===== config.mk =====
export PLATFORM = sky130hd
export DESIGN_NAME = fetch_queue
export DESIGN_NICKNAME = d
export VERILOG_FILES = /design/src/rtl/fetch_queue.sv
export SDC_FILE = /design/constraint.sdc
export NUM_CORES = 1
export LEC_CHECK = 0
export BUFFER_PORTS_ARGS = -buffer_cell sky130_fd_sc_hd__buf_2
export CORE_MARGIN = 5
export CORE_UTILIZATION = 65
export CTS_BUF_LIST = sky130_fd_sc_hd__clkbuf_8
export DETAILED_ROUTE_END_ITERATION = 12
export GPL_TIMING_DRIVEN = 0
export PLACE_DENSITY = 0.95
export REMOVE_ABC_BUFFERS = 1
export SKIP_CTS_REPAIR_TIMING = 1
export SLEW_MARGIN = 20
export SYNTH_ARGS = -nofsm -noshare
export SYNTH_HDL_FRONTEND = slang
export SYNTH_SLANG_ARGS = --single-unit

===== constraint.sdc =====
create_clock -name clk -period 5.1 [get_ports clk]
set_input_delay 1.02 -clock clk [delete_from_list [all_inputs] [get_ports clk]]
set_output_delay 1.02 -clock clk [all_outputs]
set_load 0.01 [all_outputs]

===== src/rtl/fetch_queue.sv =====
// fetch_queue
// -----------------------------------------------------------------------------
// Instruction fetch stage in front of the single-cycle core. It issues
// in-order word fetches to a latency-tolerant instruction memory. Returned
// instructions wait in a small circular queue, each tagged with its PC, and
// are handed to the core as {pc, instr} over a valid/ready handshake. A
// redirect flushes the queue and restarts fetch at the new target. Responses
// that are still in flight when the redirect happens are discarded on return.
//
// Parameters
//   DEPTH     queue entries (power of two, >= 2); also caps allocated entries
//   RESET_PC  first fetch address after reset
//
// Ports
//   clk, rst_n                      rising-edge clock, async active-low reset
//   imem_req_valid/ready/addr       fetch request channel (word-aligned addr)
//   imem_resp_valid/data            in-order responses, no backpressure
//   out_valid/ready, out_pc/instr   head instruction handed to the core
//   redirect_valid, redirect_pc     single-cycle flush-and-refetch pulse
//
// Configuration macro
//   FETCH_QUEUE_BYPASS_EN  when defined, a response that fills the head entry
//                          is forwarded to the outputs in the same cycle
// -----------------------------------------------------------------------------
module fetch_queue #(
  parameter int          DEPTH    = 4,
  parameter logic [31:0] RESET_PC = 32'h0000_0000
) (
  input  logic        clk,
  input  logic        rst_n,
  output logic        imem_req_valid,
  input  logic        imem_req_ready,
  output logic [31:0] imem_req_addr,
  input  logic        imem_resp_valid,
  input  logic [31:0] imem_resp_data,
  output logic        out_valid,
  input  logic        out_ready,
  output logic [31:0] out_pc,
  output logic [31:0] out_instr,
  input  logic        redirect_valid,
  input  logic [31:0] redirect_pc
);

  localparam int IW = (DEPTH > 1) ? $clog2(DEPTH) : 1;
  localparam int PW = IW + 1;
  localparam int DW = IW + 5;

  logic [31:0]   fpc_q, fpc_d;
  logic [PW-1:0] allocPtr_q, allocPtr_d;
  logic [PW-1:0] fillPtr_q, fillPtr_d;
  logic [PW-1:0] headPtr_q, headPtr_d;
  logic [DW-1:0] dropCnt_q, dropCnt_d;

  logic [31:0]      entryPc_q    [DEPTH];
  logic [31:0]      entryInstr_q [DEPTH];
  logic [DEPTH-1:0] filled_q;

  logic [IW-1:0] allocIdx, fillIdx, headIdx;
  logic [PW-1:0] outstanding;
  logic          qFull;
  logic          reqFire, respFill, respDrop, deqFire;
  logic [1:0]    unusedRedirLsbs;

  assign allocIdx    = allocPtr_q[IW-1:0];
  assign fillIdx     = fillPtr_q[IW-1:0];
  assign headIdx     = headPtr_q[IW-1:0];
  assign outstanding = allocPtr_q - fillPtr_q;

  // Redirect targets are forced word-aligned; the low bits carry no meaning.
  assign unusedRedirLsbs = redirect_pc[1:0];

  // Same index with opposite wrap bits means every entry is allocated.
  assign qFull = (allocPtr_q[IW-1:0] == headPtr_q[IW-1:0]) &&
                 (allocPtr_q[IW] != headPtr_q[IW]);

  // Gating with rst_n keeps the request low for the whole reset interval.
  assign imem_req_valid = rst_n && !redirect_valid && !qFull;
  assign imem_req_addr  = fpc_q;
  assign reqFire        = imem_req_valid && imem_req_ready;

  // A redirect overrides fills and drops; its drop-count update already
  // accounts for a response that arrives in the same cycle.
  assign respFill = imem_resp_valid && (dropCnt_q == '0) && !redirect_valid;
  assign respDrop = imem_resp_valid && (dropCnt_q != '0) && !redirect_valid;

`ifdef FETCH_QUEUE_BYPASS_EN
  logic bypassHit;

  // The head is the entry being filled right now: forward the memory data.
  assign bypassHit = respFill && (fillPtr_q == headPtr_q);
  assign out_valid = filled_q[headIdx] || bypassHit;
  assign out_instr = bypassHit ? imem_resp_data : entryInstr_q[headIdx];
`else
  assign out_valid = filled_q[headIdx];
  assign out_instr = entryInstr_q[headIdx];
`endif
  assign out_pc    = entryPc_q[headIdx];

  assign deqFire = out_valid && out_ready && !redirect_valid;

  always_comb begin
    fpc_d      = fpc_q;
    allocPtr_d = allocPtr_q;
    fillPtr_d  = fillPtr_q;
    headPtr_d  = headPtr_q;
    dropCnt_d  = dropCnt_q;
    if (redirect_valid) begin
      fpc_d      = {redirect_pc[31:2], 2'b00};
      allocPtr_d = '0;
      fillPtr_d  = '0;
      headPtr_d  = '0;
      // Every response still owed becomes stale. A response arriving now
      // retires one of them (either a pending drop or the fill in progress).
      dropCnt_d  = dropCnt_q + DW'(outstanding) - DW'(imem_resp_valid);
    end else begin
      if (reqFire) begin
        allocPtr_d = allocPtr_q + 1'b1;
        fpc_d      = fpc_q + 32'd4;
      end
      if (respFill) fillPtr_d = fillPtr_q + 1'b1;
      if (respDrop) dropCnt_d = dropCnt_q - 1'b1;
      if (deqFire)  headPtr_d = headPtr_q + 1'b1;
    end
  end

  always_ff @(posedge clk or negedge rst_n) begin
    if (!rst_n) begin
      fpc_q      <= RESET_PC;
      allocPtr_q <= '0;
      fillPtr_q  <= '0;
      headPtr_q  <= '0;
      dropCnt_q  <= '0;
      filled_q   <= '0;
      for (int i = 0; i < DEPTH; i++) begin
        entryPc_q[i]    <= '0;
        entryInstr_q[i] <= '0;
      end
    end else begin
      fpc_q      <= fpc_d;
      allocPtr_q <= allocPtr_d;
      fillPtr_q  <= fillPtr_d;
      headPtr_q  <= headPtr_d;
      dropCnt_q  <= dropCnt_d;
      if (redirect_valid) begin
        filled_q <= '0;
      end else begin
        // Allocation and fill never target the same slot: a slot is only
        // reallocated after the head has moved past it.
        if (reqFire) begin
          entryPc_q[allocIdx] <= fpc_q;
          filled_q[allocIdx]  <= 1'b0;
        end
        if (respFill) begin
          entryInstr_q[fillIdx] <= imem_resp_data;
          filled_q[fillIdx]     <= 1'b1;
        end
      end
    end
  end

endmodule


* After elaboration in Yosys (flattened, before gate mapping)
Cells that the tools add are included.
Word-level totals: register bits 308, input bits 70
Cells by class: bitwise logic cells 7, magnitude comparators 10, equality and inequality tests 2, mux-type cells 32, $add $sub $neg 8, reductions and logical operators 24
Operator list (number):
- bitwise mux 128 bit | 2
- 2-to-1 mux 32 bit | 8
- binary-select mux 32 bit (select 2 bit) | 2
- demux 32 bit (select 2 bit) | 2
- adder 32 x 3 -> 32 bit, second input constant | 1
- 2-to-1 mux 3 bit | 6
- 2-to-1 mux 4 bit | 4
- logical AND 1 bit | 14
- 2-to-1 mux 7 bit | 2
- adder 3 x 1 -> 3 bit, second input constant | 3
- >= comparator 3 bit, second input constant | 3
- less-than comparator 2 x 3 -> 1 bit, second input constant | 3
- inverter 2 -> 3 bit | 3
- nonzero test 2 bit | 4
- adder 7 x 3 -> 7 bit | 1
- zero test 7 bit | 1
- nonzero test 7 bit | 1
- subtractor 7 x 1 -> 7 bit | 1
- subtractor 7 x 1 -> 7 bit, second input constant | 1
- less-than comparator 3 x 1 -> 1 bit, second input constant | 2
- bitwise AND 4 bit | 1
- demux 1 bit (select 2 bit) | 2
- >= comparator 2 x 1 -> 1 bit, second input constant | 2
- inverter 4 bit | 1
- 9 further kinds | 13

* Logic depth before layout (Yosys ltp)
Gate-level depths: netlist (run 1).
word-level depth 11, gate-level depth with buffers 13, depth with buffers taken out 13

* Least setup slack after synthesis (run 1)
No wires, ideal clock.
path type input-to-output, start in redirect_valid, end out imem_req_valid, arrival 2020 ps, slack 2060 ps, path buffers 3, stages 4, cells stage by stage clkbuf_1 clkbuf_1 clkbuf_1 a311oi_1
On the way: cells in the longest elaborated chain, start to end 3
RTL lines:
- start: declaration | RTL line 40 | input logic redirect_valid,
- zero test 1 bit | RTL line 77 | assign imem_req_valid = rst_n && !redirect_valid && !qFull;
- logical AND 1 bit (2 in series) | RTL line 77
- end: declaration | RTL line 31 | output logic imem_req_valid,
No other way between the ends.

* Worst setup path after layout (run 1)
start reg headPtr_q[0], end out imem_req_valid
On the way: cells in the longest elaborated chain, start to end 4
RTL lines:
- start: declaration | RTL line 51 | logic [PW-1:0] headPtr_q, headPtr_d;
- start signal: assignment | RTL line 142 | headPtr_q <= headPtr_d;
- equality test 2 bit | RTL line 73 | assign qFull = (allocPtr_q[IW-1:0] == headPtr_q[IW-1:0]) &&
- logical AND 1 bit | RTL line 73
- zero test 1 bit | RTL line 77
- logical AND 1 bit | RTL line 77
No other way between the ends.

==> results of run 1 <==
[layer usage]
layer,up-vias,routed length [um]
li1,3924,-
met1,4590,12300
met2,323,16200
met3,67,2500
met4,2,797
met5,-,11
[power breakdown]
| group | switching [mW] | internal [mW] |
|---|---|---|
| clock | 0.915 | 1.12 |
| combinational | 0.600 | 0.641 |
| sequential | 0.213 | 2.65 |
[registers in the layout (all words and copies together), names as in the netlist]
register / count
filled_q: 4
imem_req_addr: 30
fillPtr_q: 3
entryInstr_q: 128
allocPtr_q: 3
entryPc_q: 120
dropCnt_q: 7
headPtr_q: 3
[critical path, cell delays in order, from the launching register on]
cell and delay, ps:
dfrtp_4 650, buf_16 270, xnor2_1 470, a311oi_1 180, buf_2 180
[per-stage QoR]
stage,TNS [ps],power [mW],cell area [um2],setup slack [ps],hold slack [ps]
6_report,0,6.14,16300,1750,403
3_5_place_dp,0,4.14,15300,1470,469
3_3_place_gp,-1483230,4.03,15000,-5150,457
2_1_floorplan,-14890,3.65,13800,-154,445
4_1_cts,0,6.19,16300,1710,393
5_1_grt,0,6.46,16300,1610,422
[placed cells by master (no fill, tap or decap), types with 9 or more instances in the layout]
cell type,n
o21ai_0,37
clkbuf_8,61
buf_2,159
mux4_2,63
nand2_1,55
mux2_4,32
nor2_1,19
xnor2_1,18
ha_1,23
inv_1,39
buf_16,9
dfrtp_1,296
nand4_1,17
xor2_1,19
mux2_2,208
nand3_1,15
[kinds of logic (layout without fill, tap and decap cells)]
group | Yosys count | after routing | share of synthesized area (%)
compound gates | 69 | 69 | 2.92
xor+xnor | 37 | 37 | 2.28
fa+ha+maj | 25 | 25 | 2.30
buf+inv | 99 | 282 | 3.75
flops | 298 | 298 | 52.4
mux | 306 | 306 | 30.0
other cells | 1 | 4 | 0.0264
simple gates | 158 | 158 | 6.27
[layout make-up]
| type | count | area share (%) |
|---|---|---|
| clock buffer | 61 | 5.15 |
| clock inverter | 21 | 0.737 |
| inverter | 27 | 0.622 |
| multi-input combinational | 599 | 38.6 |
| sequential | 298 | 45.8 |
| tap | 280 | 2.15 |
| timing repair buffer | 173 | 6.91 |
[path summary, 6_finish.rpt]
path | slack [ps] | depth (start not counted) | start | endpoint
worst max register to register | 1940 | 13 | allocPtr_q[0] | dropCnt_q[6]
worst min register to register | 480 | 2 | entryPc_q[93] | entryPc_q[93]
min in group clk | 480 | 2 | entryPc_q[93] | entryPc_q[93]
max in group asynchronous | 3560 | 3 | rst_n | entryPc_q[107]
worst min-delay path | 400 | 1 | rst_n | entryInstr_q[124]
worst max-delay path | 1750 | 4 | headPtr_q[0] | imem_req_valid
==> results.py, run 1 <==
metrics = {
    "logic_synthesis": {
        "avgSynthCellArea_um2": 14.3,
        "netlist_instances": 993,
        "synth_edf_count": 0,
        "synth.largest_area_cell": "dfrtp_1",
        "yosysMostFrequentCell": "dfrtp_1",
        "synth_top_area_share_pct": 52.4,
        "synthArstFlopShare_pct": 100,
        "yosys.cell_types.count": 59,
        "yosys_most_used_dff": "dfrtp_1",
        "yosysWarningCount": 0,
        "synth.top_cells.by_count": "dfrtp_1, mux2_2, mux4_2",
        "netlist_top_cells_area": "dfrtp_1, mux2_2, mux4_2",
        "ys_seq_area_share_pct": 52.4,
        "ys_ff_latch": 298,
        "syn_area_mm2": 0.0142,
    },
    "grt": {
        "use_met3_pct": 6.34,
        "grt_first_pass_wirelength_mm": 51.8,
        "grt.total_usage_pct": 26.3,
        "grt_pass1_vias": 9840,
        "grtUsageMet1_pct": 33.5,
        "met2_usage_pct": 45.0,
        "grt_max_degree": 85,
        "grt_remaining_overflow": 0,
        "grt_antenna_before_repair": 1,
        "top_usage_layer": "met2",
    },
    "sta": {
        "fin_worst_skew_ps": 23.5,
        "rsz0062_at_grt": "no",
        "fmax_ghz": 0.299,
        "maxSlewViolCount": 0,
        "slew_headroom_pct": 49.5,
        "fin_crit_sh_pct": 65.7,
        "tightest_slew_ps": 752,
        "min_period_ps": 3350,
        "hold_viol": 0,
        "setup_violations": 0,
    },
    "setup_path": {
        "worstPathMaxFanout": 27,
        "crit_arrival_ps": 2330,
        "cp-start-kind": "flop",
        "crit_path_end_kind": "primary output",
        "required_ps": 4080,
        "crit_type": "flop to primary output",
    },
    "cells_and_area": {
        "multi_input_area_mm2": 0.00629,
        "seqCellArea_mm2": 0.00746,
        "stdcell_count": 1459,
        "utilization_pct": 75.1,
        "syn_to_final_growth_pct": 14.5,
        "drive_gt1_share_pct": 47.8,
        "fillCellCount": 1288,
        "fin_nets": 1242,
        "diodes": 0,
    },
    "pwr": {
        "peakVddDrop_v": 0.000309,
        "leakagePower_nw": 8.13,
        "power.density_mw_per_mm2": 377,
    },
    "floorplan": {
        "die_w_um": 158,
        "rows": 54,
        "die_y_um": 158,
        "dieArea_mm2": 0.0249,
        "initial_core_util_pct": 65.6,
        "core_mm2": 0.0217,
        "ios": 168,
    },
    "placed_design": {
        "portBuffers": 161,
        "hpwlAfterDp_mm": 21.1,
        "place.gp.congestion": 0.810,
        "placed_cells": 1377,
    },
    "detailed_routing": {
        "vias": 8906,
        "first_pass_iters": 5,
        "drc": 0,
        "wl_per_cell_um": 21.8,
        "vias_per_cell": 6.10,
        "routed_wl_mm": 31.9,
        "drt_iter0_drc": 585,
        "ant_nets": 0,
    },
    "cts": {
        "cts_tree": "done",
        "cts.clk_slew.worst_paths_ps": 60,
        "cts_made_buffers": 48,
        "cts_max_level": 2,
        "clkSinkCount": 298,
        "insertion_delay_ps": 570,
        "cts-root-buf": "clkbuf_8",
        "cts_buffer_depth": 3,
    },
    "outcome": {
        "status": "complete, no violations",
    },
    "hold_path": {
        "hold_class": "input port to async pin",
    },
    "run": {
        "maxCapViolations": 0,
    },
}
(Power assumes the default switching activity.)
==> run 2: changes to the inputs <==
--- a/config.mk
+++ b/config.mk
@@ -7,11 +7,11 @@
 export LEC_CHECK = 0
 export BUFFER_PORTS_ARGS = -buffer_cell sky130_fd_sc_hd__buf_2
 export CORE_MARGIN = 5
-export CORE_UTILIZATION = 65
+export CORE_UTILIZATION = 61
 export CTS_BUF_LIST = sky130_fd_sc_hd__clkbuf_8
 export DETAILED_ROUTE_END_ITERATION = 12
 export GPL_TIMING_DRIVEN = 0
-export PLACE_DENSITY = 0.95
+export PLACE_DENSITY = 0.93
 export REMOVE_ABC_BUFFERS = 1
 export SKIP_CTS_REPAIR_TIMING = 1
 export SLEW_MARGIN = 20
==> constraint.sdc (replaced) <==
create_clock -name clk -period 3.5 [get_ports clk]
set_input_delay 0.7 -clock clk [delete_from_list [all_inputs] [get_ports clk]]
set_output_delay 0.7 -clock clk [all_outputs]
set_load 0.01 [all_outputs]
==> run 2 against run 1 <==
Sequential share of layout area fell by 0.056 points. Hold slack got worse by 340 ps. Die area rose by 6.1%. Clock skew fell by 9.0 ps. Count of clock-buffer cells in the layout fell by 1. Non-clock buffer count fell by 1. Sequential cell count did not move. Critical path depth rose by 2.
==> results.py, run 2 (synthesis results as in run 1) <==
metrics = {
    "outcome": {
        "status": "complete, no violations",
    },
    "cts": {
        "cts_buffer_depth": 3,
        "cts_made_buffers": 49,
        "cts_tree": "done",
        "cts_max_level": 2,
        "cts-root-buf": "clkbuf_8",
        "insertion_delay_ps": 550,
        "clkSinkCount": 298,
        "cts.clk_slew.worst_paths_ps": 60,
    },
    "grt": {
        "grt_remaining_overflow": 0,
        "grt_max_degree": 104,
        "grt.total_usage_pct": 25.4,
        "grt_first_pass_wirelength_mm": 53.9,
        "grt_pass1_vias": 9964,
        "grt_antenna_before_repair": 2,
    },
    "floorplan": {
        "die_w_um": 163,
        "core_mm2": 0.0228,
        "initial_core_util_pct": 62.4,
        "rows": 55,
        "ios": 168,
        "dieArea_mm2": 0.0265,
        "die_y_um": 163,
    },
    "detailed_routing": {
        "ant_nets": 0,
        "drt_iter0_drc": 567,
        "vias_per_cell": 6.00,
        "routed_wl_mm": 32.7,
        "vias": 8969,
        "wl_per_cell_um": 21.8,
        "drc": 0,
        "first_pass_iters": 5,
    },
    "placed_design": {
        "place.gp.congestion": 0.765,
        "hpwlAfterDp_mm": 21.1,
        "portBuffers": 161,
        "detailedPlace.worstSlack_ps": 125,
    },
    "cells_and_area": {
        "largest_register": "entryInstr_q",
        "utilization_pct": 71.6,
        "largest_reg_flops": 128,
        "fillCellCount": 1471,
        "diodes": 0,
        "fin_nets": 1242,
        "final_common_cell": "dfrtp_1",
        "final_cell_mix": "dfrtp_1, mux2_2, buf_2",
        "syn_to_final_growth_pct": 14.6,
        "drive_gt1_share_pct": 47.1,
    },
    "setup_path": {
        "cpMostUsedCell": "buf_16",
        "crit_path_end_kind": "flop",
        "required_ps": 3930,
        "cp-start-kind": "flop",
        "max_stage_delay_ps": 730,
        "crit_path_top_delay_cell": "dfrtp_4",
        "crit_arrival_ps": 3720,
        "crit_type": "flop to flop",
        "crit_path_cell_trace": "buf_16 > xnor2_1 > a31oi_4 > nand2_2 > buf_16 > mux2_2",
        "worstPathMaxFanout": 36,
    },
    "sta": {
        "fin_worst_skew_ps": 14.5,
        "fin_ws_ps": 214,
        "hold_viol": 0,
        "rsz0062_at_grt": "no",
        "fmax_ghz": 0.304,
        "setup_violations": 0,
        "slew_headroom_pct": 48.0,
        "maxSlewViolCount": 0,
        "tightest_slew_ps": 780,
        "whs_ps": 65.5,
        "min_period_ps": 3290,
        "fin_crit_sh_pct": 93.9,
    },
    "pwr": {
        "intPower_mw": 6.41,
        "combPwrFrac_pct": 20.5,
        "p_sw_share_pct": 28.4,
        "leakagePower_nw": 8.15,
        "power.density_mw_per_mm2": 550,
        "peakVddDrop_v": 0.000409,
        "total_power_mw": 8.96,
        "switchingPower_mw": 2.55,
        "clock_power_share_pct": 32.9,
        "seqPwrFrac_pct": 46.6,
    },
    "hold_path": {
        "hold_class": "input port to async pin",
    },
    "run": {
        "maxCapViolations": 0,
    },
}
run 2: cell types whose count changed in the layout (fill, tap and decap cells not counted), sizes merged:
| cell | previous run | this run |
|---|---|---|
| inv | 39 | 49 |
| clkbuf | 61 | 60 |
| buf | 173 | 172 |
| clkinvlp | 2 | 0 |
| clkinv | 6 | 3 |
run 2: area by class of cell:
cell class	count	area, um2	share of cell area, %
clock inverters	26	133	0.813
inverters	27	101	0.621
clock buffers	60	826	5.06
flip-flops and latches	298	7460	45.8
repair buffers	172	1110	6.78
multi-input cells	599	6290	38.5
well taps	313	392	2.40
run 2: through the flow:
stage / setup TNS, ps / cell area (um2) / cells
detailed placement: 0 / 15300 / 1409
finish: 0 / 16300 / 1495
CTS: 0 / 16300 / 1495
global route: 0 / 16300 / 1495
floorplan: -280950 / 13800 / 924
global placement: -2116910 / 15000 / 1398
run 2: power by group through the flow:
| stage | Sequential, mW | Clock, mW | Combinational [mW] |
|---|---|---|---|
| global placement | 4.19 | 0 | 1.68 |
| global route | 4.23 | 3.18 | 2.03 |
| floorplan | 4.14 | 0 | 1.18 |
| detailed placement | 4.22 | 0 | 1.82 |
| CTS | 4.18 | 3.02 | 1.85 |
| finish | 4.18 | 2.95 | 1.84 |
run 2: final timing paths:
kind | from | end | slack [ps] | cells after the start
min reg2reg | entryPc_q[93] | entryPc_q[93] | 480 | 2
min | rst_n | entryInstr_q[73] | 70 | 1
max in group asynchronous | rst_n | entryInstr_q[26] | 2190 | 3
max | headPtr_q[1] | entryPc_q[51] | 210 | 6
max reg2reg | headPtr_q[1] | entryPc_q[51] | 210 | 6
min in group clk | redirect_pc[5] | imem_req_addr[5] | 360 | 3
run 2: routing by layer:
layer | vias up | wire, um | GRT usage, %
li1 | 3923 | - | -
met1 | 4654 | 13200 | 33.7
met2 | 307 | 16400 | 42.6
met3 | 81 | 2140 | 5.77
met4 | 4 | 882 | 7.40
met5 | - | 24 | 0
run 2: worst max-delay path, delay by kind of cell (launching register included):
kind	cells	cell delay, ps
XOR/XNOR	1	220
flip-flops	1	730
buffers and inverters	2	640
AO/OA/AOI/OAI	1	710
AND/OR/NAND/NOR	1	550
multiplexers	1	290
==> run 3: changes to the inputs <==
--- a/config.mk
+++ b/config.mk
@@ -6,6 +6,7 @@
 export NUM_CORES = 1
 export LEC_CHECK = 0
 export BUFFER_PORTS_ARGS = -buffer_cell sky130_fd_sc_hd__buf_2
+export CORE_ASPECT_RATIO = 1.1
 export CORE_MARGIN = 5
 export CORE_UTILIZATION = 61
 export CTS_BUF_LIST = sky130_fd_sc_hd__clkbuf_8
==> run 3 against run 2 <==
First-iteration DRC count fell by 16%. Maximum frequency rose by 3.3%. Sequential power barely moved. Utilization fell by 0.99 points.
==> results.py, run 3 (synthesis results as in run 1) <==
metrics = {
    "placed_design": {
        "placed_cells": 1396,
        "detailedPlace.worstSlack_ps": -302,
        "place.gp.congestion": 0.810,
        "portBuffers": 161,
        "hpwlAfterDp_mm": 20.6,
        "place_area_mm2": 0.0153,
    },
    "cells_and_area": {
        "final_cell_mix": "dfrtp_1, mux2_2, buf_2",
        "largest_reg_flops": 128,
        "largest_register": "entryInstr_q",
        "finalInstanceArea_mm2": 0.0162,
        "fin_nets": 1242,
        "syn_to_final_growth_pct": 13.8,
        "utilization_pct": 70.6,
        "drive_gt1_share_pct": 47.4,
        "stdcell_count": 1479,
        "final_common_cell": "dfrtp_1",
        "fillCellCount": 1490,
    },
    "sta": {
        "min_period_ps": 3180,
        "tightest_slew_ps": 808,
        "fin_ws_ps": 318,
        "fmax_ghz": 0.314,
        "hold_viol": 0,
        "fin_crit_sh_pct": 90.9,
        "fin_worst_skew_ps": 20.5,
        "slew_headroom_pct": 46.1,
        "setup_violations": 0,
        "maxSlewViolCount": 0,
        "setup_tns_ps": 0,
        "whs_ps": 178,
        "rsz0062_at_grt": "no",
    },
    "setup_path": {
        "crit_path_cell_trace": "buf_8 > buf_16 > nand3b_1 > a31oi_4 > nand2_2 > buf_12 > mux2_2",
        "crit_path_top_delay_cell": "a31oi_4",
        "worstPathMaxFanout": 105,
        "crit_type": "input port to flop",
        "crit_path_end_kind": "flop",
        "max_stage_delay_ps": 690,
        "crit_arrival_ps": 3620,
        "required_ps": 3930,
        "cp-start-kind": "input port",
        "r2r-start": "allocPtr_q[0]",
        "worstSetupStartpoint": "rst_n",
    },
    "cts": {
        "cts-root-buf": "clkbuf_8",
        "cts_made_buffers": 49,
        "cts_buffer_depth": 3,
        "insertion_delay_ps": 560,
        "cts_max_level": 2,
        "clkSinkCount": 298,
        "cts_tree": "done",
        "cts.clk_slew.worst_paths_ps": 50,
    },
    "floorplan": {
        "die_w_um": 156,
        "rows": 58,
        "die_y_um": 170,
        "ios": 168,
        "initial_core_util_pct": 62.0,
        "dieArea_mm2": 0.0265,
        "core_mm2": 0.0229,
    },
    "detailed_routing": {
        "ant_nets": 0,
        "drc": 0,
        "wl_per_cell_um": 21.4,
        "drt_iter0_drc": 478,
        "first_pass_iters": 4,
        "vias_per_cell": 6.02,
        "vias": 8908,
        "routed_wl_mm": 31.6,
    },
    "grt": {
        "grt_remaining_overflow": 0,
        "grt_first_pass_wirelength_mm": 51.4,
        "grt.total_usage_pct": 24.3,
        "grt_antenna_before_repair": 1,
        "grt_max_degree": 106,
        "grt_pass1_vias": 9780,
    },
    "hold_path": {
        "hold_class": "input port to async pin",
    },
    "pwr": {
        "leakagePower_nw": 8.08,
        "peakVddDrop_v": 0.000480,
        "total_power_mw": 8.75,
        "power.density_mw_per_mm2": 540,
    },
    "outcome": {
        "status": "complete, no violations",
    },
    "run": {
        "maxCapViolations": 0,
    },
}
-- run 3: cell types whose count changed in the layout (fill, tap and decap cells not counted), moves of 2 or more --
cell	delta
buf_12	+4
inv_1	-5
buf_16	-4
clkbuf_8	-4
clkinvlp_4	+2
clkinv_2	+5
-- run 3: cell type report --
class,instances,area (um2),share of cell area (%)
inverters,27,101,0.626
flip-flops and latches,298,7460,46.1
repair buffers,172,1080,6.65
multi-input cells,599,6290,38.8
well taps,300,375,2.32
clock buffers,56,771,4.76
clock inverters,26,115,0.711
diodes,1,2.50,0.0155
-- run 3: power by group --
group	internal (mW)	leakage, nW	switching (mW)
Sequential	3.86	3.98	0.308
Clock	1.45	0.519	1.31
Combinational	0.934	3.58	0.876
-- run 3: final timing paths --
| path | end | slack, ps | cells after the start |
|---|---|---|---|
| worst max-delay path | entryPc_q[40] | 320 | 7 |
| worst min-delay path | entryInstr_q[98] | 180 | 1 |
| worst max register to register | dropCnt_q[6] | 400 | 13 |
| worst min register to register | entryPc_q[125] | 480 | 2 |
| max in group asynchronous | entryPc_q[99] | 2310 | 2 |
| min in group clk | imem_req_addr[17] | 350 | 3 |
-- run 3: critical path, delay by kind of cell --
family          cells  cell delay [ps]
mux                 1              290
simple gates        2              640
compound gates      1              690
buf+inv             3             1230
-- run 3: routing by layer --
metal | wire length (um) | GRT usage, %
met1 | 12600 | 31.4
met2 | 15900 | 41.2
met3 | 2320 | 5.90
met4 | 730 | 7.54
met5 | 0 | 0
